<file path="src/rtl/rom_arb_pkg.sv">
// Shared types and constants for the two-requester program-ROM burst arbiter.
// Optional build macro used by this slice: ROM_ARB_FIXED_PRIO_EN.
package rom_arb_pkg;

    localparam int unsigned ROM_AW = 8;
    localparam int unsigned ROM_DW = 8;
    localparam int unsigned ROM_LW = 4;

    typedef enum logic [1:0] {
        IDLE  = 2'd0,
        BURST = 2'd1,
        DRAIN = 2'd2
    } state_t;

    // A zero length field means the maximum burst of 2**lw beats.
    function automatic int unsigned len_to_beats(input int unsigned len, input int unsigned lw);
        return (len == 0) ? (32'd1 << lw) : len;
    endfunction

endpackage

</file>
<file path="src/rtl/rom_arbiter_rr_arb2.sv">
// Two-way grant logic for the ROM arbiter: round-robin by default, fixed priority
// (requester 0 wins) when ROM_ARB_FIXED_PRIO_EN is defined.
module rr_arb2 (
    input  logic       clk,
    input  logic       rst,
    input  logic       i_en,
    input  logic [1:0] i_req,
    output logic [1:0] o_gnt
);

`ifdef ROM_ARB_FIXED_PRIO_EN
    logic w_unused_clk_rst;
    assign w_unused_clk_rst = clk ^ rst;

    always_comb begin
        o_gnt = '0;
        if (i_en) begin
            o_gnt[0] = i_req[0];
            o_gnt[1] = i_req[1] & ~i_req[0];
        end
    end
`else
    // r_ptr names the favoured requester; a grant is always a handshake.
    logic r_ptr;

    always_comb begin
        o_gnt = '0;
        if (i_en) begin
            if (!r_ptr) begin
                o_gnt[0] = i_req[0];
                o_gnt[1] = i_req[1] & ~i_req[0];
            end else begin
                o_gnt[1] = i_req[1];
                o_gnt[0] = i_req[0] & ~i_req[1];
            end
        end
    end

    always_ff @(posedge clk) begin
        if (rst) begin
            r_ptr <= 1'b0;
        end else if (o_gnt[0]) begin
            r_ptr <= 1'b1;
        end else if (o_gnt[1]) begin
            r_ptr <= 1'b0;
        end
    end
`endif

endmodule

</file>
<file path="src/rtl/rom_arbiter.sv">
// Burst-read arbiter sharing one combinational program ROM between two requesters.
// Build macro ROM_ARB_FIXED_PRIO_EN selects fixed priority instead of round-robin.
module rom_arbiter
    import rom_arb_pkg::*;
#(
    parameter int unsigned AW = ROM_AW,
    parameter int unsigned DW = ROM_DW,
    parameter int unsigned LW = ROM_LW
) (
    input  logic          clk,
    input  logic          rst,
    input  logic          req0_valid,
    output logic          req0_ready,
    input  logic [AW-1:0] req0_addr,
    input  logic [LW-1:0] req0_len,
    input  logic          req1_valid,
    output logic          req1_ready,
    input  logic [AW-1:0] req1_addr,
    input  logic [LW-1:0] req1_len,
    output logic [AW-1:0] rom_addr,
    input  logic [DW-1:0] rom_data,
    output logic          rsp_valid,
    input  logic          rsp_ready,
    output logic [DW-1:0] rsp_data,
    output logic          rsp_id,
    output logic          rsp_last,
    output logic          busy
);

    localparam int unsigned RW = LW + 1;

    state_t        r_state;
    logic [AW-1:0] r_rom_addr;
    logic [RW-1:0] r_remaining;
    logic [DW-1:0] r_rsp_data;
    logic          r_rsp_valid;
    logic          r_rsp_id;
    logic          r_rsp_last;

    logic          w_en;
    logic [1:0]    w_gnt;
    logic [AW-1:0] w_sel_addr;
    logic [LW-1:0] w_sel_len;
    logic [RW-1:0] w_beats;
    logic          w_issue;

    assign w_en = (r_state == IDLE) && !rst;

    rr_arb2 u_arb (
        .clk   (clk),
        .rst   (rst),
        .i_en  (w_en),
        .i_req ({req1_valid, req0_valid}),
        .o_gnt (w_gnt)
    );

    assign req0_ready = w_gnt[0];
    assign req1_ready = w_gnt[1];

    assign w_sel_addr = w_gnt[1] ? req1_addr : req0_addr;
    assign w_sel_len  = w_gnt[1] ? req1_len  : req0_len;
    assign w_beats    = RW'(len_to_beats(32'(w_sel_len), LW));

    // A new beat may be loaded when the output register is empty or being drained.
    assign w_issue = !r_rsp_valid || rsp_ready;

    always_ff @(posedge clk) begin
        if (rst) begin
            r_state     <= IDLE;
            r_rom_addr  <= '0;
            r_remaining <= '0;
            r_rsp_data  <= '0;
            r_rsp_valid <= 1'b0;
            r_rsp_id    <= 1'b0;
            r_rsp_last  <= 1'b0;
        end else begin
            case (r_state)
                IDLE: begin
                    if (|w_gnt) begin
                        r_rom_addr  <= w_sel_addr;
                        r_remaining <= w_beats;
                        r_rsp_id    <= w_gnt[1];
                        r_state     <= BURST;
                    end
                end
                BURST: begin
                    if (w_issue) begin
                        r_rsp_data  <= rom_data;
                        r_rsp_valid <= 1'b1;
                        r_rsp_last  <= (r_remaining == RW'(1));
                        r_rom_addr  <= r_rom_addr + AW'(1);
                        r_remaining <= r_remaining - RW'(1);
                        if (r_remaining == RW'(1)) begin
                            r_state <= DRAIN;
                        end
                    end
                end
                DRAIN: begin
                    if (rsp_ready) begin
                        r_rsp_valid <= 1'b0;
                        r_rsp_last  <= 1'b0;
                        r_state     <= IDLE;
                    end
                end
                default: r_state <= IDLE;
            endcase
        end
    end

    assign rom_addr  = r_rom_addr;
    assign rsp_valid = r_rsp_valid;
    assign rsp_data  = r_rsp_data;
    assign rsp_id    = r_rsp_id;
    assign rsp_last  = r_rsp_last;
    assign busy      = (r_state != IDLE);

endmodule

</file>
<file path="config.mk">
export PLATFORM = sky130hd
export DESIGN_NAME = rom_arbiter
export DESIGN_NICKNAME = d
export VERILOG_FILES = /design/src/rtl/rom_arb_pkg.sv /design/src/rtl/rom_arbiter_rr_arb2.sv /design/src/rtl/rom_arbiter.sv
export SDC_FILE = /design/constraint.sdc
export NUM_CORES = 1
export LEC_CHECK = 0
export CAP_MARGIN = 20
export CORE_AREA = 2 2 58 74
export DETAILED_ROUTE_END_ITERATION = 7
export DIE_AREA = 0 0 60 76
export PLACE_DENSITY = 0.79
export SYNTH_ARGS = -nofsm -noshare
export SYNTH_HDL_FRONTEND = slang
export SYNTH_HIERARCHICAL = 1
export SYNTH_SLANG_ARGS = --single-unit
</file>
<file path="constraint.sdc">
create_clock -name clk -period 2.8 [get_ports clk]
set_input_delay 0.42 -clock clk [delete_from_list [all_inputs] [get_ports clk]]
set_output_delay 0.42 -clock clk [all_outputs]
set_load 0.05 [all_outputs]
</file>
==> results.yml <==
finish:
  final_cell_mix: "clkdlybuf4s50_1 (56), dfxtp_1 (27), nor2_1 (22)"
  syn_to_final_growth_pct: 46.9
  final_common_cell: "clkdlybuf4s50_1"
  fin_util_pct: 56.2
  drive_above_1_share_pct: 5.79
  nets: 283
  finalNonFillerCells: 298
  diodes: 0
global_route:
  gr-usage-all-layers_pct: 17.6
  grt.overflow.total: 0
  grt_pass1_vias: 1554
  antenna_found_initial: 0
  grt_pass1_wl_um: 6520
  grt_max_degree: 29
route:
  ant_nets: 0
  firstDrtPassIters: 4
  vias_per_cell: 5.13
  wl_um: 3790
  first_iter_violations: 53
  drc: 0
  vias: 1530
  routedWlPerCell_um: 12.7
clock_network:
  clock_latency_ns: 0.27
  cts_sinks: 27
  cts_tree: "done"
  hold_buffers: 0
  clockRootBuffer: "clkbuf_8"
  htree_levels: 1
  clk_pin_slew_ns: 0.09
  post_cts_resize_count: 0
  clk_path_buf_depth: 2
  numCtsBuffers: 3
  cts_setup_buffers: 0
yosys:
  ys_warn_count: 6
  synth.avg_cell_area_um2: 8.06
  ys_seq_area_share_pct: 35.9
  synth_cell_types: 36
  synthCells: 187
  async_flop_share_pct: 0
  muxShareOfSynthArea_pct: 13.3
  synthSimpleGateAreaFrac_pct: 24.3
  synth_xor_area_share_pct: 0
  ys.flop_type: "dfxtp_1"
  synth_fa_ha_area_share_pct: 2.49
  syn-num-nets: 227
  synth_edf_count: 0
  synth_compound_area_share_pct: 19.0
  ys_seq_elements: 27
  synth_top_family_by_area: "simple AND/OR/NAND/NOR gates"
  synthesis.area_um2: 1510
setup_path:
  cp.arrival_ns: 1.88
  crit_type: "reg2out"
  rrSetupSlack_ns: 0.62
  startpoint_type: "flip-flop"
  timing.rr.start: "r_state[1]"
  worstSetupEndpointType: "output port"
  worst-path-stages: 7
  worstPathCellList: "nor2_1, inv_1, nor2_1, nand2_1, a21oi_4, buf_4, buf_12"
  crit_path_frequent_cell: "nor2_1"
  r2r_end: "rom_addr[5]"
  crit_start: "r_state[1]"
  slowest_delay_ns: 0.38
  path_max_fanout: 17
  reg2reg_depth: 10
  required_ns: 2.38
  slowest_stage: "dfxtp_1"
  path_buf_inv: 3
  endpoint: "req1_ready"
  crit_family: "buffers and inverters"
placement:
  io_buffers: 58
  gp_congestion: 0.738
  hpwl_um: 2840
  post-place-ws_ns: 0.419
  placed_cells: 294
floorplanning:
  fp.dieW_um: 60
  dieArea_um2: 4560
  ios: 59
  die_y_um: 76
  rows: 26
  fp.coreArea_um2: 3940
  start_util_pct: 38.3
timing:
  drv_slew: 0
  tightest_slew_ns: 0.527
  period_share_pct: 82.3
  setup_ws_ns: 0.496
  final.setup.tns_ns: 0
  rsz0062_at_grt: "no"
  min_period_ns: 2.30
  skew_ns: 0.00306
  setup_violations: 0
  maxSlewHeadroom_pct: 64.8
  hold_violations: 0
  max_freq_mhz: 434
outcome:
  outcome: "completed"
power:
  p_leak_nw: 0.784
  power.density_nw_per_um2: 529
  irDropWorstVdd_mv: 0.212
hold_path:
  hold_class: "reg2reg"
run:
  max_cap_viol_count: 0
-- per-stage QoR --
step                      hold WS [ns]  power [W]  instance area [um2]
after global placement           0.470   0.000953                 2170
after CTS                        0.489    0.00118                 2210
final                            0.486    0.00117                 2210
after detailed placement         0.476   0.000962                 2170
after global routing             0.532    0.00124                 2210
after floorplan                  0.449   0.000791                 1520
-- area by class of cell --
cell class / instances / area (um2)
Clock buffer: 4 / 45.0
Fill cell: 352 / 1720
Inverter: 6 / 22.5
Multi-Input combinational cell: 143 / 905
Sequential cell: 27 / 541
Tap cell: 56 / 70.1
Timing Repair Buffer: 62 / 631
-- worst min-delay path, cell delays in order, from the launching register on --
cell	delay [ns]
dfxtp_1	0.33
nand2_1	0.06
a21oi_1	0.05
-- synthesized netlist by cell type (all sizes together) (2+ instances only) --
cell	number	share of area, %
and2b	2	1.0
o21ai	13	4.3
a32o	2	1.3
nor4	2	0.83
a211oi	4	2.0
nor2b	2	0.83
nand2b	4	1.7
buf	5	2.1
dfxtp	27	36
inv	6	1.5
clkbuf	6	1.5
or3	2	1.2
nor2	23	6.2
mux2i	20	13
ha	3	2.5
nor3b	2	1.0
a21oi	17	5.6
nand2	19	4.7
nor3	7	2.3
o22ai	2	0.83
nand3	6	2.0
o211ai	2	1.0
-- metal layers --
metal | share of wire, % | wire length, um | track usage (%) | vias to the layer above
met2 | 51 | 1940 | 29.8 | 32
li1 | - | - | - | 777
met5 | 0 | 0 | 0 | -
met3 | 2.4 | 89 | 1.19 | 4
met4 | 1.2 | 44 | 5.78 | 0
met1 | 45 | 1710 | 22.9 | 717
-- power breakdown --
| part | internal (W) | switching [W] |
|---|---|---|
| Combinational | 0.000200 | 0.000280 |
| Clock | 0.000102 | 0.000116 |
| Sequential | 0.000428 | 0.0000444 |
-- cell families after synthesis --
kind of cell,Yosys count
AOI/OAI and AO/OA,46
adders and majority gates,3
buffers and inverters,17
DFF,27
muxes,20
and+or+nand+nor,74
-- sequential cells by signal, indices dropped and copies added, names as in the netlist --
| register | cells |
|---|---|
| u_arb/r_ptr | 1 |
| r_remaining | 5 |
| r_state | 2 |
| rsp_last | 1 |
| rom_addr | 8 |
| rsp_data | 8 |
| rsp_valid | 1 |
| rsp_id | 1 |
-- how the worst min path moves through the flow --
stage                    from  cells after the start  slack [ns]             end
5_1_grt        r_remaining[1]                      2        0.53  r_remaining[1]
3_3_place_gp   r_remaining[1]                      2        0.47  r_remaining[1]
3_5_place_dp   r_remaining[1]                      2        0.48  r_remaining[1]
4_1_cts        r_remaining[1]                      2        0.49  r_remaining[1]
6_report       r_remaining[1]                      2        0.49  r_remaining[1]
2_1_floorplan  r_remaining[1]                      2        0.45  r_remaining[1]
Power figures use the tool's default switching activity.
